### src/rtl/riscv_pipe_pkg.sv
// Shared definitions for the pipeline registers around the MEM stage.
// Holds the EX/MEM (72-bit) and MEM/WB (70-bit) field layouts, the MEM-stage
// state enum, the write-back bubble constant and a MEM/WB packing helper.
package riscv_pipe_pkg;

  localparam int unsigned ExMemW = 72;
  localparam int unsigned MemWbW = 70;
  localparam int unsigned RdW    = 5;
  localparam int unsigned XlenW  = 32;

  // EX/MEM field positions
  localparam int unsigned ExMemReadBit  = 71;
  localparam int unsigned ExMemWriteBit = 70;
  localparam int unsigned ExMemToRegBit = 69;
  localparam int unsigned ExRdLsb       = 64;
  localparam int unsigned ExWdataLsb    = 32;
  localparam int unsigned ExAluLsb      = 0;

  // MEM/WB field positions
  localparam int unsigned WbMemToRegBit = 69;
  localparam int unsigned WbRdLsb       = 64;
  localparam int unsigned WbRdataLsb    = 32;
  localparam int unsigned WbAluLsb      = 0;

  typedef enum logic [0:0] {
    IDLE,
    ACCESS
  } mem_state_e;

  // All-zero word: RD=0 means no register write in WB.
  localparam logic [MemWbW-1:0] MemWbBubble = '0;

  function automatic logic [MemWbW-1:0] pack_mem_wb(input logic             mem_to_reg,
                                                    input logic [RdW-1:0]   rd,
                                                    input logic [XlenW-1:0] rdata,
                                                    input logic [XlenW-1:0] alu);
    return {mem_to_reg, rd, rdata, alu};
  endfunction

endpackage

### src/rtl/mem_access_timer.sv
// Bus-access watchdog for the MEM stage.
// Counts ACCESS cycles that end without an acknowledge and flags the cycle in
// which the limit is reached, so the stage can abort the access.
// Ports:
//   clk       clock (state updates on the falling edge)
//   reset     asynchronous active-low reset
//   clear_i   restart the count (entry into ACCESS)
//   active_i  stage is in ACCESS this cycle
//   ack_i     bus acknowledge this cycle
//   timeout_o combinational: this ACCESS cycle is the last one allowed
module mem_access_timer #(
  parameter int unsigned Limit = 16
) (
  input  logic clk,
  input  logic reset,
  input  logic clear_i,
  input  logic active_i,
  input  logic ack_i,
  output logic timeout_o
);

  logic [7:0] cnt_q, cnt_d;

  always_comb begin
    cnt_d = cnt_q;
    if (clear_i) begin
      cnt_d = '0;
    end else if (active_i && !ack_i) begin
      cnt_d = cnt_q + 8'd1;
    end
  end

  always_ff @(negedge clk or negedge reset) begin
    if (!reset) begin
      cnt_q <= '0;
    end else begin
      cnt_q <= cnt_d;
    end
  end

  // cnt_q counts completed wait cycles, so the Limit-th ACCESS cycle sees Limit-1.
  // An ack in that same cycle wins.
  assign timeout_o = active_i && !ack_i && (cnt_q == 8'(Limit - 1));

endmodule

### src/rtl/mem_access_stage.sv
// MEM pipeline stage: unpacks the EX/MEM word, runs loads/stores over a
// request/acknowledge data bus, stalls upstream while the bus is busy and owns
// the MEM/WB pipeline register. All state updates on the falling clock edge.
// Optional feature macro: MEM_TIMEOUT_EN (access watchdog with bus_error).
// Ports:
//   clk, reset          clock, asynchronous active-low reset
//   ex_mem_in  [71:0]   {MemRead, MemWrite, MemToReg, RD, store data, ALU result}
//   dmem_req/we/addr/wdata  bus request side; dmem_rdata/dmem_ack response side
//   stall               combinational freeze of PC, IF/ID, ID/EX and EX/MEM
//   mem_wb_out [69:0]   {MemToReg, RD, read data, ALU result}
//   bus_error           one-cycle pulse after a timeout abort (0 without feature)
module mem_access_stage
  import riscv_pipe_pkg::*;
#(
  parameter logic [MemWbW-1:0] INIT_VALUE     = '0,
  parameter int unsigned       TIMEOUT_CYCLES = 16
) (
  input  logic              clk,
  input  logic              reset,
  input  logic [ExMemW-1:0] ex_mem_in,
  output logic              dmem_req,
  output logic              dmem_we,
  output logic [XlenW-1:0]  dmem_addr,
  output logic [XlenW-1:0]  dmem_wdata,
  input  logic [XlenW-1:0]  dmem_rdata,
  input  logic              dmem_ack,
  output logic              stall,
  output logic [MemWbW-1:0] mem_wb_out,
  output logic              bus_error
);

  if (TIMEOUT_CYCLES < 1 || TIMEOUT_CYCLES > 255) begin : g_bad_timeout
    $error("TIMEOUT_CYCLES must be in 1..255");
  end

  // EX/MEM unpack
  logic             in_read, in_write, in_mtr, in_mem_op;
  logic [RdW-1:0]   in_rd;
  logic [XlenW-1:0] in_wdata, in_alu;

  assign in_read   = ex_mem_in[ExMemReadBit];
  assign in_write  = ex_mem_in[ExMemWriteBit];
  assign in_mtr    = ex_mem_in[ExMemToRegBit];
  assign in_rd     = ex_mem_in[ExRdLsb +: RdW];
  assign in_wdata  = ex_mem_in[ExWdataLsb +: XlenW];
  assign in_alu    = ex_mem_in[ExAluLsb +: XlenW];
  assign in_mem_op = in_read | in_write;

  mem_state_e        state_q, state_d;
  logic [XlenW-1:0]  addr_q, addr_d, wdata_q, wdata_d;
  logic              we_q, we_d, mtr_q, mtr_d;
  logic [RdW-1:0]    rd_q, rd_d;
  logic [MemWbW-1:0] mem_wb_q, mem_wb_d;
  logic              timeout;

  always_comb begin
    state_d  = state_q;
    addr_d   = addr_q;
    wdata_d  = wdata_q;
    we_d     = we_q;
    mtr_d    = mtr_q;
    rd_d     = rd_q;
    mem_wb_d = mem_wb_q;
    stall    = 1'b0;
    unique case (state_q)
      IDLE: begin
        if (in_mem_op) begin
          stall    = 1'b1;
          addr_d   = in_alu;
          wdata_d  = in_wdata;
          // MemRead+MemWrite together is treated as a store.
          we_d     = in_write;
          mtr_d    = in_mtr;
          rd_d     = in_rd;
          mem_wb_d = MemWbBubble;
          state_d  = ACCESS;
        end else begin
          mem_wb_d = pack_mem_wb(in_mtr, in_rd, '0, in_alu);
        end
      end
      ACCESS: begin
        if (dmem_ack) begin
          mem_wb_d = pack_mem_wb(mtr_q, rd_q, we_q ? '0 : dmem_rdata, addr_q);
          state_d  = IDLE;
        end else if (timeout) begin
          mem_wb_d = MemWbBubble;
          state_d  = IDLE;
        end else begin
          stall = 1'b1;
        end
      end
      default: state_d = IDLE;
    endcase
  end

  always_ff @(negedge clk or negedge reset) begin
    if (!reset) begin
      state_q  <= IDLE;
      addr_q   <= '0;
      wdata_q  <= '0;
      we_q     <= 1'b0;
      mtr_q    <= 1'b0;
      rd_q     <= '0;
      mem_wb_q <= INIT_VALUE;
    end else begin
      state_q  <= state_d;
      addr_q   <= addr_d;
      wdata_q  <= wdata_d;
      we_q     <= we_d;
      mtr_q    <= mtr_d;
      rd_q     <= rd_d;
      mem_wb_q <= mem_wb_d;
    end
  end

  // Request follows the state directly so reset drops it asynchronously.
  assign dmem_req   = (state_q == ACCESS);
  assign dmem_we    = we_q;
  assign dmem_addr  = addr_q;
  assign dmem_wdata = wdata_q;
  assign mem_wb_out = mem_wb_q;

`ifdef MEM_TIMEOUT_EN
  logic bus_error_q;

  mem_access_timer #(
    .Limit(TIMEOUT_CYCLES)
  ) u_timer (
    .clk      (clk),
    .reset    (reset),
    .clear_i  ((state_q == IDLE) && in_mem_op),
    .active_i (state_q == ACCESS),
    .ack_i    (dmem_ack),
    .timeout_o(timeout)
  );

  always_ff @(negedge clk or negedge reset) begin
    if (!reset) begin
      bus_error_q <= 1'b0;
    end else begin
      bus_error_q <= timeout;
    end
  end

  assign bus_error = bus_error_q;
`else
  assign timeout   = 1'b0;
  assign bus_error = 1'b0;
`endif

endmodule

### config.mk
export PLATFORM = sky130hd
export DESIGN_NAME = mem_access_stage
export DESIGN_NICKNAME = d
export VERILOG_FILES = /design/src/rtl/riscv_pipe_pkg.sv /design/src/rtl/mem_access_timer.sv /design/src/rtl/mem_access_stage.sv
export SDC_FILE = /design/constraint.sdc
export NUM_CORES = 1
export LEC_CHECK = 0
export BUFFER_PORTS_ARGS = -buffer_cell sky130_fd_sc_hd__buf_2
export CAP_MARGIN = 15
export CORE_ASPECT_RATIO = 1.5
export CORE_UTILIZATION = 40
export CTS_BUF_LIST = sky130_fd_sc_hd__clkbuf_2 sky130_fd_sc_hd__clkbuf_4 sky130_fd_sc_hd__clkbuf_8
export CTS_CLUSTER_SIZE = 40
export DETAILED_ROUTE_END_ITERATION = 10
export MAX_ROUTING_LAYER = met4
export PLACE_DENSITY = 0.68
export SLEW_MARGIN = 0
export SYNTH_ARGS = -nofsm -noshare
export SYNTH_HDL_FRONTEND = slang
export SYNTH_SLANG_ARGS = --single-unit
### constraint.sdc
create_clock -name clk -period 2.05 [get_ports clk]
set_clock_uncertainty 0.1 [all_clocks]
set_input_delay 0.205 -clock clk [delete_from_list [all_inputs] [get_ports clk]]
set_output_delay 0.205 -clock clk [all_outputs]
set_load 0.1 [all_outputs]
# --- After elaboration in Yosys (flattened, before gate mapping) ---
# Cells that the tools add are included.
classes:
  n_eq_ne: 1
  reduce_logical: 1
  n_bitwise: 2
  muxes: 7
ops:
  columns: ["op", "n"]
  rows:
  - ["70-bit 2-to-1 mux", 2]
  - ["70-bit case mux with 2 select lines", 1]
  - ["32-bit 2-to-1 mux", 1]
  - ["1-bit 2-to-1 mux", 2]
  - ["2-bit inequality test (second input constant)", 1]
  - ["1-bit case mux with 2 select lines", 1]
  - ["2-bit AND reduction", 1]
  - ["1-bit inverter", 1]
  - ["1-bit bitwise OR", 1]
totals:
  word_cells: 18
  out_inout_bits: 138
  regBits: 142
  input_bits: 107

# --- Longest topological paths before layout ---
logic_depth:
  word_depth: 3
  depth_mapped: 5
  ltp_nobuf: 2

==> results.cfg <==
[placement]
dp_hpwl_um = 12100
dp_slack_ns = -0.734
placed_area_mm2 = 0.00950
placed_cells = 794
gp_congestion = 0.806
port-buffer-count = 243

[synth]
yosysSeqAreaShare = 0.599
ys_types = 18
yosys_warnings = 0
synth.avg_cell_area_um2 = 16.6
yosysTopAreaCell = dfrtn_1
netlist_area_mm2 = 0.00593
ys_top_cells_by_area = dfrtn_1 60%, mux2_4 17%, mux2i_1 6.4%
syn_inst = 358
synth_fp_nets = 465
synth_top_area_share = 0.599
ys_ff_latch = 142

[sta]
rsz0062_at_grt = yes
tightestPinTransition_ns = 0.721
fin_tns_setup_ns = -61.93
slew_viol_final = 0
hold_viol_final = 0
relSlewSlack = 0.518
layout_setup_ws_ns = -0.612
setup_violations = 208
whs_ns = 0.365

[worst_setup_path]
critPathTopFamily = flip-flops
r2r_slack_ns = 0.24
worstPathArrival_ns = 2.36
crit_fanout = 2
slowest_delay_ns = 0.37
path_buf_inv = 2
critical-path-slowest-cell = dfrtn_1
path_cells = o21bai_4 -> buf_6 -> o21ai_4 -> buf_12
worstSetupPathType = register to primary output
required_ns = 1.75
rr_endpoint = dmem_wdata[4]
critPathLaunchType = register
reg2reg_from = dmem_req
crit_path_end_kind = primary output
reg2reg_depth = 7

[layout]
drive_gt1_frac = 0.647
seqCellArea_mm2 = 0.00355
num-fill-cells = 857
layout_common_cells = 149 x buf_12, 142 x dfrtn_1, 103 x buf_2, 91 x buf_4, 71 x mux2_4
finalNonFillerCells = 911
multiInputGateArea_mm2 = 0.00213
nNetsFinal = 809
final_common_cell = buf_12
stdcell_area_mm2 = 0.0108
finish.utilization = 0.744
area_delta_synth_final_pct = 82.2

[hold_path]
hold_path.class = register to register
whs_path_depth = 1
hold_path_startpoint = mtr_q
hold_end = mtr_q

[clocking]
htree_levels = 4
cts.path.max_buffers = 2
cts_tree = built
clk_pin_slew_worst_paths_ns = 0.06
clkLatencyLatePin_ns = 0.39
cts_root_buf = clkbuf_8
cts-buffers-inserted = 17
clock_sinks = 142

[die]
die-area_mm2 = 0.0153
std_cell_rows = 54
boundaryPins = 245
die_y_um = 151
core_mm2 = 0.0145
die_x_um = 101
start_util = 0.408

[drt]
postRouteWirelength_um = 18100
ant_nets = 0
wl_per_cell_um = 19.9
dr_total_vias = 4502
vias_per_cell = 4.94
drt_iter0_markers = 106
drc = 0
drt_first_pass_iters = 4

[grt]
grt_pass1_wl_um = 27200
overflow = 0
track_usage = 0.246
antenna_found_initial = 1
grt_pass1_vias = 4931
grt_max_degree = 39

[status]
violations = negative setup slack
status = finished, violations left

[run]
maxCapViolCount = 0

[power]
power_density_mw_per_mm2 = 1790
power.total_mw = 19.3
ir_worst_vdd_uv = 1260
p_leak_nw = 5.33
-- how the worst max path moves through the flow --
stage                  start        endpoint  slack (ns)  cells after the start
CTS                 dmem_req           stall       -0.61                      4
floorplan           dmem_req           stall       -1.12                      3
global placement    dmem_ack  mem_wb_out[59]       -0.49                      3
detailed placement  dmem_ack  mem_wb_out[35]       -0.73                      3
finish              dmem_req           stall       -0.61                      4
global route        dmem_req           stall       -0.65                      4
-- power breakdown --
part	switching, mW	internal [mW]	leakage [nW]	total, mW
Clock	1.13	1.24	0.200	2.36
Combinational	7.41	4.95	3.37	12.4
Sequential	0.924	3.69	1.77	4.61
-- layer usage --
layer,track usage,wire [um]
met4,0.114,577
met2,0.449,10300
met3,0.0540,821
met1,0.246,6420
met5,-,0
-- sequential cells by signal (all words and copies together) (netlist names) --
signal      cells
mem_wb_out     70
rd_q            5
dmem_req        1
dmem_we         1
dmem_wdata     32
dmem_addr      32
mtr_q           1
-- what timing repair did --
action | CTS | global route
setup endpoints to repair | 239 | 208
pin swaps | 1 | 0
hold buffers | 0 | 0
gates cloned | 5 | 2
setup buffers | 61 | 18
gates resized for setup | 19 | 3
-- synthesized netlist by cell type --
cell type,n
dfrtn_1,142
mux2_4,69
mux2i_1,38
o2bb2ai_1,38
a22o_1,32
buf_2,8
buf_12,7
buf_4,7
clkbuf_1,5
buf_6,3
mux2_2,2
and3b_1,1
conb_1,1
inv_1,1
nor2b_1,1
nor3_1,1
o21ai_0,1
o21bai_1,1
-- area by class of cell --
| cell class | instances | area share |
|---|---|---|
| Timing Repair Buffer | 355 | 0.413 |
| Clock inverter | 12 | 0.0149 |
| Multi-Input combinational cell | 185 | 0.197 |
| Antenna cell | 1 | 0.000232 |
| Inverter | 1 | 0.000347 |
| Clock buffer | 19 | 0.0230 |
| Sequential cell | 142 | 0.329 |
| Tap cell | 196 | 0.0227 |
-- kinds of logic (layout without fill, tap and decap cells) --
kind of cell           Yosys count  in the layout  share of synthesized area
AO/OA/AOI/OAI                   72             72                      0.105
flip-flops                     142            142                      0.599
AND/OR/NAND/NOR                  3              3                    0.00338
multiplexers                   109            109                      0.243
other                            1              2                   0.000632
buffers and inverters           31            387                     0.0487
(Power assumes the default switching activity.)
